`config.mk`:
```
export PLATFORM = sky130hd
export DESIGN_NAME = vga_scanout
export DESIGN_NICKNAME = d
export VERILOG_FILES = /design/src/rtl/vga_scanout.sv
export SDC_FILE = /design/constraint.sdc
export NUM_CORES = 1
export LEC_CHECK = 0
export BUFFER_PORTS_ARGS = -buffer_cell sky130_fd_sc_hd__buf_2
export CORE_MARGIN = 3
export CORE_UTILIZATION = 40
export DETAILED_ROUTE_END_ITERATION = 8
export GPL_ROUTABILITY_DRIVEN = 0
export PLACE_DENSITY_LB_ADDON = 0.3
export SLEW_MARGIN = 20
export SYNTH_ARGS = -nofsm -noshare
export SYNTH_HDL_FRONTEND = slang
export SYNTH_SLANG_ARGS = --single-unit
```
`constraint.sdc`:
```
create_clock -name clk -period 2.9 [get_ports clk]
set_input_delay 0.29 -clock clk [delete_from_list [all_inputs] [get_ports clk]]
set_output_delay 0.29 -clock clk [all_outputs]
set_load 0.01 [all_outputs]
```
`src/rtl/vga_scanout.sv`:
```
// VGA 640x480@60 scanout for the cellular-automaton frame buffer. Each buffer word
// holds 16 cells drawn as 2x2 pixels, and a programmable start row scrolls the screen.
module vga_scanout #(
  parameter int          H_ACTIVE = 640,
  parameter int          H_FP     = 16,
  parameter int          H_SYNC   = 96,
  parameter int          H_BP     = 48,
  parameter int          V_ACTIVE = 480,
  parameter int          V_FP     = 10,
  parameter int          V_SYNC   = 2,
  parameter int          V_BP     = 33,
  parameter logic [11:0] FG_COLOR = 12'hFFF,
  parameter logic [11:0] BG_COLOR = 12'h000
) (
  input  logic        clk,
  input  logic        rst,
  input  logic [7:0]  start_row,
  output logic [12:0] rd_addr,
  input  logic [15:0] rd_data,
  output logic        hsync,
  output logic        vsync,
  output logic [11:0] rgb,
  output logic        frame_start
);

  localparam int H_TOTAL       = H_ACTIVE + H_FP + H_SYNC + H_BP;
  localparam int V_TOTAL       = V_ACTIVE + V_FP + V_SYNC + V_BP;
  localparam int WORDS_PER_ROW = H_ACTIVE / 32;
  localparam int ROWS          = V_ACTIVE / 2;
  localparam int SCREEN_WORDS  = WORDS_PER_ROW * ROWS;

  localparam logic [9:0]  H_LAST       = 10'(H_TOTAL - 1);
  localparam logic [9:0]  V_LAST       = 10'(V_TOTAL - 1);
  localparam logic [9:0]  H_ACT_END    = 10'(H_ACTIVE);
  localparam logic [9:0]  V_ACT_END    = 10'(V_ACTIVE);
  localparam logic [9:0]  HS_BEGIN     = 10'(H_ACTIVE + H_FP);
  localparam logic [9:0]  HS_END       = 10'(H_ACTIVE + H_FP + H_SYNC);
  localparam logic [9:0]  VS_BEGIN     = 10'(V_ACTIVE + V_FP);
  localparam logic [9:0]  VS_END       = 10'(V_ACTIVE + V_FP + V_SYNC);
  localparam logic [12:0] ROW_STEP     = 13'(WORDS_PER_ROW);
  localparam logic [12:0] SCREEN_LIMIT = 13'(SCREEN_WORDS);
  localparam logic [8:0]  ROW_LIMIT    = 9'(ROWS);

  logic [9:0]  h_cnt_q, h_cnt_d;
  logic [9:0]  v_cnt_q, v_cnt_d;
  logic [12:0] row_base_q, row_base_d;
  logic [12:0] row_step_s, start_base_s;
  logic        h_last_s, v_last_s;
  logic        active_s, hsync_raw_s, vsync_raw_s, origin_s;

  logic [3:0]  idx1_q, idx1_d;
  logic        active1_q, hsync1_q, vsync1_q, origin1_q;

  logic [11:0] rgb_q, rgb_d;
  logic        hsync_q, vsync_q, frame_start_q;

  // Raster position decode.
  always_comb begin
    h_last_s    = (h_cnt_q == H_LAST);
    v_last_s    = (v_cnt_q == V_LAST);
    active_s    = (h_cnt_q < H_ACT_END) && (v_cnt_q < V_ACT_END);
    hsync_raw_s = !((h_cnt_q >= HS_BEGIN) && (h_cnt_q < HS_END));
    vsync_raw_s = !((v_cnt_q >= VS_BEGIN) && (v_cnt_q < VS_END));
    origin_s    = (h_cnt_q == 10'd0) && (v_cnt_q == 10'd0);
    idx1_d      = 4'd15 - h_cnt_q[4:1];
  end

  // Next counter values and scroll base; a logical row spans two scan lines,
  // so the base only advances after odd active lines.
  always_comb begin
    h_cnt_d    = h_cnt_q;
    v_cnt_d    = v_cnt_q;
    row_base_d = row_base_q;
    row_step_s = row_base_q + ROW_STEP;
    if ({1'b0, start_row} < ROW_LIMIT) begin
      start_base_s = 13'(start_row) * ROW_STEP;
    end else begin
      start_base_s = 13'd0;
    end
    if (h_last_s) begin
      h_cnt_d = 10'd0;
      if (v_last_s) begin
        v_cnt_d    = 10'd0;
        row_base_d = start_base_s;
      end else begin
        v_cnt_d = v_cnt_q + 10'd1;
        if ((v_cnt_q < V_ACT_END) && v_cnt_q[0]) begin
          if (row_step_s >= SCREEN_LIMIT) begin
            row_base_d = row_step_s - SCREEN_LIMIT;
          end else begin
            row_base_d = row_step_s;
          end
        end else begin
          row_base_d = row_base_q;
        end
      end
    end else begin
      h_cnt_d = h_cnt_q + 10'd1;
    end
  end

  always_ff @(posedge clk or posedge rst) begin
    if (rst) begin
      h_cnt_q    <= 10'd0;
      v_cnt_q    <= 10'd0;
      row_base_q <= 13'd0;
    end else begin
      h_cnt_q    <= h_cnt_d;
      v_cnt_q    <= v_cnt_d;
      row_base_q <= row_base_d;
    end
  end

  // The buffer answers one cycle later, when stage 1 holds this pixel's bit index.
  always_comb begin
    if (active_s) begin
      rd_addr = row_base_q + {8'd0, h_cnt_q[9:5]};
    end else begin
      rd_addr = 13'd0;
    end
  end

  always_comb begin
    if (active1_q) begin
      rgb_d = rd_data[idx1_q] ? FG_COLOR : BG_COLOR;
    end else begin
      rgb_d = 12'h000;
    end
  end

  // Two-stage pipeline keeps sync and pixel data mutually aligned.
  always_ff @(posedge clk or posedge rst) begin
    if (rst) begin
      idx1_q        <= 4'd0;
      active1_q     <= 1'b0;
      hsync1_q      <= 1'b1;
      vsync1_q      <= 1'b1;
      origin1_q     <= 1'b0;
      rgb_q         <= 12'h000;
      hsync_q       <= 1'b1;
      vsync_q       <= 1'b1;
      frame_start_q <= 1'b0;
    end else begin
      idx1_q        <= idx1_d;
      active1_q     <= active_s;
      hsync1_q      <= hsync_raw_s;
      vsync1_q      <= vsync_raw_s;
      origin1_q     <= origin_s;
      rgb_q         <= rgb_d;
      hsync_q       <= hsync1_q;
      vsync_q       <= vsync1_q;
      frame_start_q <= origin1_q;
    end
  end

  assign rgb         = rgb_q;
  assign hsync       = hsync_q;
  assign vsync       = vsync_q;
  assign frame_start = frame_start_q;

endmodule

```
**Word level (Yosys, flattened, before mapping)**

Cells that the tools add are included.
Widths: inputs -> output; s select.

- Register bits: 56
- Input bits: 26
- Word-level logic and storage cells: 52

- Multiplexer cells: 11
- Add/subtract/negate cells: 6
- Equality and inequality tests: 2
- Reduce and logical (&&, ||, !) cells: 11
- Multipliers: 1
- Magnitude comparators: 9

Operators with widths:

| kind | number |
|---|---|
| $mux 13 | 5 |
| $mux 12 | 2 |
| $add 10x1->10 const B | 2 |
| $eq 10x10->1 const B | 2 |
| $logic_not 10->1 | 2 |
| $lt 10x10->1 const B | 2 |
| $lt 10x9->1 const B | 2 |
| $mux 10 | 2 |
| $add 13x5->13 | 1 |
| $add 13x5->13 const B | 1 |
| $ge 13x13->1 const B | 1 |
| $sub 13x13->13 const B | 1 |
| $mul 8x3->11 const B | 1 |
| $ge 10x10->1 const B | 1 |
| $ge 10x9->1 const B | 1 |
| $lt 8x8->1 const B | 1 |
| $logic_and 1x1->1 | 5 |
| $lt 4x5->1 const B | 1 |
| $bmux 1 s4 | 1 |
| $sub 4x4->4 const A | 1 |
| $logic_not 1->1 | 2 |
| $reduce_and 2->1 | 1 |
| $reduce_bool 2->1 | 1 |
| $mux 1 | 1 |

**Logic depth before layout (Yosys ltp)**

Gate-level depths: netlist of run 1.

- Depth after elaboration: 5
- Gate-level depth with buffers: 11

**Worst setup path after synthesis of run 1**

Ideal clock, no wire load.

- Path kind: reg-to-output
- Start: reg row_base_q[3]
- End: out rd_addr[12]
- Data arrival time: 1.810 ns
- Cell stages (with the launch flop): 8
- Setup slack: 0.800 ns
- Required time: 2.610 ns
- Buffers on the path: 0
- Cells stage by stage: dfrtp_1 > ha_1 > a21oi_1 > nor2b_1 > nor2_1 > or3_2 > xor2_1 > nor2_1

- Word-level cells in the longest chain between the ends: 2

Ends and longest elaborated chain:

| what | RTL line | source |
|---|---|---|
| start: declaration | 46 | `logic [12:0] row_base_q, row_base_d;` |
| start signal: assignment | 110 | `row_base_q <= row_base_d;` |
| $add 13x5->13 | 117 | `rd_addr = row_base_q + {8'd0, h_cnt_q[9:5]};` |
| $mux 13 | 116 | `if (active_s) begin` |
| end: declaration | 18 | `output logic [12:0] rd_addr,` |

No other way between the ends.

**Final worst setup path of run 1**

- Start: reg h_cnt_q[7]
- End: out rd_addr[12]

- Word-level cells in the longest chain between the ends: 3
- Elaborated cells between the ends (all ways): 4
- Classes of those cells: add/sub: 1; order compare: 1; mux: 1; reduce/logical: 1

Ends and longest elaborated chain:

| what | RTL line | source |
|---|---|---|
| start: declaration | 44 | `logic [9:0] h_cnt_q, h_cnt_d;` |
| start signal: assignment | 108 | `h_cnt_q <= h_cnt_d;` |
| branches (longest 2 deep; another with $add 13x5->13) | -- |  |
| $mux 13 * | 116 |  |

Mark *: on every way between the ends.

==> results of run 1 <==
area by class of cell:
cell class | instances | area [um2]
fill | 760 | 4230
multi-input combinational | 262 | 1870
sequential | 43 | 1080
timing repair buffer | 57 | 295
tap | 102 | 128
clock buffer | 5 | 68.8
inverter | 15 | 56.3
clock inverter | 2 | 37.5
per-layer routing:
metal | global-route usage | up-vias | share of wire
li1 | - | 1296 | -
met1 | 0.225 | 1236 | 0.48
met2 | 0.250 | 87 | 0.44
met3 | 0.0250 | 2 | 0.066
met4 | 0.0355 | 0 | 0.0049
met5 | 0 | - | 0
cells by family (layout without fill, tap and decap cells):
logic type | Yosys count | count (layout)
xor gates and xnor gates | 28 | 28
DFF | 43 | 43
buffers and inverters | 43 | 79
muxes | 6 | 6
adders and majority gates | 24 | 24
other | 1 | 1
AOI/OAI and AO/OA | 77 | 77
and+or+nand+nor | 126 | 126
critical path, stage by stage, from the launching register on:
cell	delay, ps
dfrtp_1	520
ha_1	280
a21o_1	110
a21oi_1	70
nor2b_1	150
nor2_1	110
or3_2	470
xor2_1	150
nor2_1	80
buf_2	140
synth_stat cells (all sizes together), types with 3 or more instances:
cell,count,share of area
nor3,8,0.016
clkbuf,5,0.0089
mux4,5,0.035
buf,23,0.059
o31ai,4,0.0093
and3,4,0.0078
xor2,13,0.038
o21ai,21,0.034
a21oi,20,0.033
nand2,28,0.033
nand3,15,0.027
xnor2,15,0.041
a31oi,4,0.0078
or3,6,0.012
o2111ai,3,0.0081
ha,23,0.089
nand2b,5,0.0097
nor2,31,0.036
and2,3,0.0062
dfstp,4,0.033
nor2b,6,0.012
a221oi,4,0.011
inv,15,0.017
nor4,4,0.0078
a21o,6,0.014
dfrtp,39,0.30
worst paths after layout:
check                                          start                   endpoint  slack, ps  cells after the start
setup / recovery                h_cnt_q[7]$_DFF_PP0_                rd_addr[12]        250                      9
hold / removal                                   rst       h_cnt_q[1]$_DFF_PP0_        190                      2
setup reg to reg           row_base_q[2]$_DFFE_PP0P_  row_base_q[6]$_DFFE_PP0P_        470                      8
hold reg to reg                   hsync1_q$_DFF_PP1_            hsync$_DFF_PP1_        360                      0
max in group asynchronous                        rst  row_base_q[3]$_DFFE_PP0P_       2010                      3
min in group clk                        start_row[1]  row_base_q[3]$_DFFE_PP0P_        310                      3
flip-flops by register name, indices dropped and copies added, names as in the netlist:
name	flops
idx1_q	4
frame_start	1
rgb	1
hsync1_q	1
h_cnt_q	10
origin1_q	1
vsync1_q	1
row_base_q	11
v_cnt_q	10
active1_q	1
hsync	1
vsync	1
through the flow:
stage                     utilization  std cells  hold WS [ps]
final                           0.455        486           186
after global routing            0.455        486           266
after CTS                       0.455        486           222
after detailed placement        0.442        479           342
after global placement          0.442        479           336
after floorplan                     -        348           331
power by group through the flow:
stage / Clock [mW] / Sequential, mW / Combinational (mW)
2_1_floorplan: 0 / 0.621 / 0.135
3_3_place_gp: 0 / 0.629 / 0.168
3_5_place_dp: 0 / 0.629 / 0.169
4_1_cts: 0.474 / 0.618 / 0.171
5_1_grt: 0.501 / 0.620 / 0.190
6_report: 0.458 / 0.618 / 0.170
==> impl_metrics.tcl, run 1 <==
set metrics [dict create \
    yosysSeqAreaShare 0.335 \
    drive_gt1_frac 0.227 \
    cts_setup_buffers 0 \
    hp-class "in2async" \
    ys_types 64 \
    ys.flop_type "dfrtp_1" \
    netlist_area_um2 3230 \
    worst_slack_ps 251 \
    postSynthAreaPerCell_um2 9.27 \
    synth_mux_area_frac 0.0380 \
    fmax_mhz 377 \
    clockBufferDepth 2 \
    finalCriticalPeriod_ps 2650 \
    grt_max_degree 26 \
    grt_pass1_wl_um 11800 \
    p_leak_nw 1.56 \
    finalSetupViolCount 0 \
    viasPerCell 5.39 \
    finalCritPeriodShare 0.913 \
    wl_per_cell_um 14.2 \
    drtAntennaViolNets 0 \
    outcome "completed" \
    drt_first_pass_iters 4 \
    tightest_slew_ps 892 \
    die_x_um 95.8 \
    wirelength_um 6910 \
    vias 2621 \
    synthSimpleGateAreaFrac 0.211 \
    intPower_uw 933 \
    antenna_found_initial 0 \
    place_worst_setup_slack_ps 511 \
    fin_tns_setup_ps 0 \
    finalClockSkew_ps 6.97 \
    synth_compound_area_frac 0.156 \
    sequentialPowerShare 0.496 \
    cp.arrival_ps 2360 \
    critPathKind "reg2out" \
    synth_fa_ha_area_frac 0.0954 \
    ys.warnings.count 0 \
    clkTransAtPathRegs_ps 80 \
    nets 434 \
    grt_pass1_vias 2486 \
    rsz0062_at_grt "no" \
    start_util 0.415 \
    synth_nets 398 \
    switching_power_uw 312 \
    ys_async_sr_fraction 1.00 \
    root_buffer "clkbuf_8" \
    final_cell_area_um2 3540 \
    fp.dieArea_um2 9180 \
    n_antenna_cell 0 \
    cts.repair.resized 0 \
    fp.coreArea_um2 7770 \
    place_area_um2 3430 \
    die_h_um 95.8 \
    final_cell_mix "buf_2, dfrtp_1, nor2_1" \
    clockPowerShare 0.368 \
    synthCells 348 \
    drt_drc_violations_left 0 \
    total_power_mw 1.25 \
    track_usage 0.157 \
    cp-start-kind "flip-flop" \
    first_iter_violations 118 \
    numPortBuffers 53 \
    area_growth_pct 9.66 \
    rows 32 \
    powerDensity_nw_per_um2 352 \
    cts_sinks 43 \
    p_sw_frac 0.251 \
    cts_tree "yes" \
    worstPathMaxFanout 9 \
    numCtsBuffers 5 \
    postCtsHoldBufs 0 \
    gr-total-overflow 0 \
    finalMaxSlewViolations 0 \
    ir_worst_vdd_uv 162 \
    htree_num_levels 2 \
    synth_edf_count 0 \
    synth_seq_cells 43 \
    hold_viol 0 \
    io_pins 54 \
    synth_top_family_by_area "simple AND/OR/NAND/NOR gates" \
    clk_latency_ps 290 \
    cp.required_ps 2610 \
    max_slew_margin 0.405 \
    synth-xor-area-share 0.0784 \
    drv_cap 0 \
    final_common_cell "buf_2" \
    dp_hpwl_um 5260 \
    end_kind "output port" \
    p_comb_frac 0.136 \
]
Note: power is estimated with default switching activity, not from simulation.
==> inputs of run 2 (changes only) <==
--- a/config.mk
+++ b/config.mk
@@ -6,6 +6,8 @@
 export NUM_CORES = 1
 export LEC_CHECK = 0
 export BUFFER_PORTS_ARGS = -buffer_cell sky130_fd_sc_hd__buf_2
+export CAP_MARGIN = 0
+export CORE_ASPECT_RATIO = 0.8
 export CORE_MARGIN = 3
 export CORE_UTILIZATION = 40
 export DETAILED_ROUTE_END_ITERATION = 8
==> run 2 against run 1 <==
Clock skew grew 2.5 ps; register-to-register slack barely moved; first-iteration DRC count up 14%; routed wire length is 1.8% higher; largest cell class unchanged; highest routed layer unchanged.
==> impl_metrics.tcl, run 2 (same netlist as run 1, synthesis figures left out) <==
set metrics [dict create \
    start_util 0.424 \
    area_growth_pct 9.66 \
    grt_max_degree 26 \
    largest_register "row_base_q" \
    use_met2 0.237 \
    track_usage 0.160 \
    drt_drc_violations_left 0 \
    rr_worst_depth 8 \
    htree_num_levels 2 \
    powerDensity_nw_per_um2 337 \
    final_cell_area_um2 3540 \
    grt_pass1_wl_um 11900 \
    fmax_mhz 377 \
    rsz0062_at_grt "no" \
    top_regs "row_base_q x11, h_cnt_q x10, v_cnt_q x10" \
    fin_tns_setup_ps 0 \
    gr-usage-met3 0.0313 \
    drv_cap 0 \
    postCtsHoldBufs 0 \
    place_area_um2 3440 \
    cts_setup_buffers 0 \
    cts_sinks 43 \
    busiest_layer "met1" \
    finalCriticalPeriod_ps 2660 \
    wl_per_cell_um 14.3 \
    dp_hpwl_um 5480 \
    root_buffer "clkbuf_8" \
    cts.repair.resized 0 \
    viasPerCell 5.30 \
    first_iter_violations 135 \
    r2r_slack_ps 470 \
    final_cell_mix "buf_2, dfrtp_1, nor2_1" \
    cp-start-kind "flip-flop" \
    hold_viol 0 \
    cp.required_ps 2610 \
    drtAntennaViolNets 0 \
    rows 28 \
    io_pins 54 \
    die_h_um 86.3 \
    clkTransAtPathRegs_ps 90 \
    cts_tree "yes" \
    tightest_slew_ps 932 \
    finalSetupViolCount 0 \
    use_met1 0.238 \
    numPortBuffers 53 \
    max_slew_margin 0.375 \
    timing.rr.start "row_base_q[2]$_DFFE_PP0P_" \
    clk_latency_ps 300 \
    antenna_found_initial 0 \
    rr_endpoint "row_base_q[6]$_DFFE_PP0P_" \
    end_kind "output port" \
    final_common_cell "buf_2" \
    finalClockSkew_ps 9.47 \
    ir_worst_vdd_uv 224 \
    fp.dieArea_um2 9180 \
    cp.arrival_ps 2370 \
    hp-class "in2async" \
    nets 435 \
    p_leak_nw 1.56 \
    largest_reg_flops 11 \
    die_x_um 106 \
    grt_pass1_vias 2456 \
    clockBufferDepth 2 \
    fp.coreArea_um2 7600 \
    wirelength_um 7030 \
    gr-total-overflow 0 \
    finalMaxSlewViolations 0 \
    drive_gt1_frac 0.231 \
    numCtsBuffers 5 \
    critPathKind "reg2out" \
    outcome "completed" \
    drt_first_pass_iters 4 \
    finalCritPeriodShare 0.916 \
    vias 2602 \
    worstPathMaxFanout 9 \
    n_antenna_cell 0 \
]
run 2: worst max path at each step:
stage / end / start / slack (ps)
2_1_floorplan: rd_addr[12] / row_base_q[3]$_DFFE_PP0P_ / 800
3_3_place_gp: rd_addr[12] / h_cnt_q[7]$_DFF_PP0_ / 620
3_5_place_dp: row_base_q[6]$_DFFE_PP0P_ / row_base_q[2]$_DFFE_PP0P_ / 520
4_1_cts: rd_addr[12] / h_cnt_q[7]$_DFF_PP0_ / 230
5_1_grt: rd_addr[12] / h_cnt_q[7]$_DFF_PP0_ / 60
6_report: rd_addr[12] / h_cnt_q[7]$_DFF_PP0_ / 240
run 2: layout make-up:
| class | instances | area [um2] |
|---|---|---|
| Clock inverter | 3 | 26.3 |
| Tap cell | 105 | 131 |
| Sequential cell | 43 | 1080 |
| Multi-Input combinational cell | 262 | 1870 |
| Timing Repair Buffer | 58 | 303 |
| Fill cell | 767 | 4070 |
| Clock buffer | 5 | 68.8 |
| Inverter | 15 | 56.3 |
run 2: where the power goes:
part | switching (mW) | total, mW | leakage [nW] | internal, mW
Combinational | 0.0908 | 0.166 | 1.01 | 0.0755
Clock | 0.231 | 0.409 | 0.0491 | 0.177
Sequential | 0.0134 | 0.618 | 0.503 | 0.605
Total | 0.335 | 1.19 | 1.56 | 0.858
run 2: metal layers:
layer / part of all wire / up-vias / routed length, um
met5: 0 / - / 0
met1: 0.51 / 1238 / 3570
met4: 0.0078 / 0 / 55
met3: 0.055 / 4 / 385
li1: - / 1304 / -
met2: 0.43 / 56 / 3020
run 2: critical path: stages, from the launching register on:
cell and delay [ps]:
dfrtp_1 530, ha_1 260, a21o_1 100, a21oi_1 80, nor2b_1 160, nor2_1 110
or3_2 460, xor2_1 150, nor2_1 80, buf_2 140
run 2: through the flow:
step / instances / hold slack, ps / setup WS, ps / power [mW] / utilization
floorplan: 348 / 331 / 800 / 0.756 / -
global placement: 483 / 335 / 616 / 0.793 / 0.453
detailed placement: 483 / 343 / 520 / 0.797 / 0.453
CTS: 491 / 83.0 / 229 / 1.21 / 0.465
global route: 491 / 115 / 63.6 / 1.26 / 0.465
finish: 491 / 68.3 / 244 / 1.19 / 0.465
==> inputs of run 3 (changes only) <==
--- a/config.mk
+++ b/config.mk
@@ -8,7 +8,7 @@
 export BUFFER_PORTS_ARGS = -buffer_cell sky130_fd_sc_hd__buf_2
 export CAP_MARGIN = 0
 export CORE_ASPECT_RATIO = 0.8
-export CORE_MARGIN = 3
+export CORE_MARGIN = 2
 export CORE_UTILIZATION = 40
 export DETAILED_ROUTE_END_ITERATION = 8
 export GPL_ROUTABILITY_DRIVEN = 0
==> run 3 against run 2 <==
Register-to-register slack better by 30 ps; core utilization is 1.1 points lower; final cell count is 0.61% higher; critical path type unchanged; first-iteration DRC count is 27% higher; worst hold slack better by 42 ps; global-route usage is 0.31 points higher; highest routed layer unchanged; non-clock buffer count stayed put.
==> impl_metrics.tcl, run 3 (same netlist as run 1, synthesis figures left out) <==
set metrics [dict create \
    outcome "completed" \
    die_h_um 84.3 \
    die_x_um 104 \
    cts_sinks 43 \
    antenna_found_initial 0 \
    vias 2532 \
    fp.dieArea_um2 8800 \
    largest_register "row_base_q" \
    timing.rr.start "row_base_q[2]$_DFFE_PP0P_" \
    hp-class "in2async" \
    powerDensity_nw_per_um2 374 \
    drt_drc_violations_left 0 \
    clockBufferDepth 2 \
    routed.top_layer "met4" \
    cp.arrival_ps 2340 \
    total_power_mw 1.34 \
    start_util 0.410 \
    crit_top_cell "nor2_1" \
    wirelength_um 6650 \
    rr_worst_depth 8 \
    clkTransAtPathRegs_ps 80 \
    clk_latency_ps 300 \
    critPathKind "reg2out" \
    finalSetupViolCount 0 \
    worstPathMaxFanout 9 \
    final_cell_mix "buf_2, dfrtp_1, nor2_1" \
    nets 435 \
    area_growth_pct 10.9 \
    largest_reg_flops 11 \
    drt-met1-wl_um 3470 \
    crit_cells 9 \
    ir_worst_vdd_uv 200 \
    postCtsHoldBufs 0 \
    viasPerCell 5.13 \
    met3_length_um 323 \
    dp_hpwl_um 5060 \
    p_leak_nw 1.58 \
    rr_endpoint "row_base_q[6]$_DFFE_PP0P_" \
    route.met2.wl_um 2780 \
    grt_pass1_vias 2393 \
    fin_tns_setup_ps 0 \
    drtAntennaViolNets 0 \
    rsz0062_at_grt "no" \
    io_pins 54 \
    crit_chain "ha_1, a21o_1, a21oi_1, nor2b_1, nor2_1, or3_2, xor2_1, nor2_1, buf_2" \
    cp.required_ps 2610 \
    cts_tree "yes" \
    track_usage 0.163 \
    root_buffer "clkbuf_8" \
    first_iter_violations 172 \
    final_common_cell "buf_2" \
    tightest_slew_ps 584 \
    top_regs "row_base_q x11, h_cnt_q x10, v_cnt_q x10" \
    drv_cap 0 \
    n_antenna_cell 0 \
    finalCritPeriodShare 0.906 \
    rows 29 \
    critPathBufInv 1 \
    fp.coreArea_um2 7870 \
    finalMaxSlewViolations 0 \
    cts.repair.resized 0 \
    wl_per_cell_um 13.5 \
    hold_ws_ps 110 \
    finalClockSkew_ps 5.09 \
    fmax_mhz 381 \
    htree_num_levels 2 \
    grt_max_degree 44 \
    path_delay_family "simple AND/OR/NAND/NOR gates" \
    numCtsBuffers 5 \
    crit_path_top_delay_cell "dfrtp_1" \
    drt_first_pass_iters 4 \
    drive_gt1_frac 0.228 \
    cp-start-kind "flip-flop" \
    end_kind "output port" \
    gr-total-overflow 0 \
    r2r_slack_ps 500 \
    grt_pass1_wl_um 11700 \
    numPortBuffers 53 \
    max_slew_margin 0.611 \
    cpPeakStageDelay_ps 510 \
    finalCriticalPeriod_ps 2630 \
    cts_setup_buffers 0 \
    hold_viol 0 \
]
-- run 3: final cells by class --
class / count / area, um2
clock inverter: 2 / 60.1
sequential: 43 / 1080
tap: 108 / 135
multi-input combinational: 262 / 1870
fill: 796 / 4300
timing repair buffer: 58 / 303
inverter: 15 / 56.3
clock buffer: 6 / 72.6
-- run 3: worst max-delay path by stage --
stage                                         start                         end  slack [ps]
final                          h_cnt_q[7]$_DFF_PP0_                 rd_addr[12]         270
after floorplan           row_base_q[3]$_DFFE_PP0P_                 rd_addr[12]         800
after CTS                      h_cnt_q[7]$_DFF_PP0_                 rd_addr[12]         260
after global placement                 start_row[4]  row_base_q[10]$_DFFE_PP0P_         610
after global routing           h_cnt_q[7]$_DFF_PP0_                 rd_addr[12]          50
after detailed placement               start_row[4]  row_base_q[10]$_DFFE_PP0P_         540
-- run 3: per-stage QoR --
step	instance area [um2]	std cells	utilization	worst slack (ps)
after floorplan	3230	348	-	800
after global placement	3450	486	0.438	607
after detailed placement	3450	486	0.438	544
after CTS	3580	494	0.454	262
after global routing	3580	494	0.454	54.6
final	3580	494	0.454	272
-- run 3: report_power, final --
group          internal, mW  switching (mW)
registers             0.604          0.0141
clock network         0.344           0.211
logic                0.0756          0.0894
-- run 3: per-layer routing --
metal	track usage	vias to the layer above
met5	0	-
met1	0.247	1184
met2	0.229	44
li1	-	1298
met4	0.0442	0
met3	0.0404	6
-- run 3: worst reg2reg max path, stage by stage (launching register included) --
cell and delay [ps]:
dfrtp_1 470, ha_1 290, o21ai_0 220, xor2_1 470, o21ai_2 190, a21oi_2 250
mux2i_1 100, o2111ai_1 190, o21a_1 140
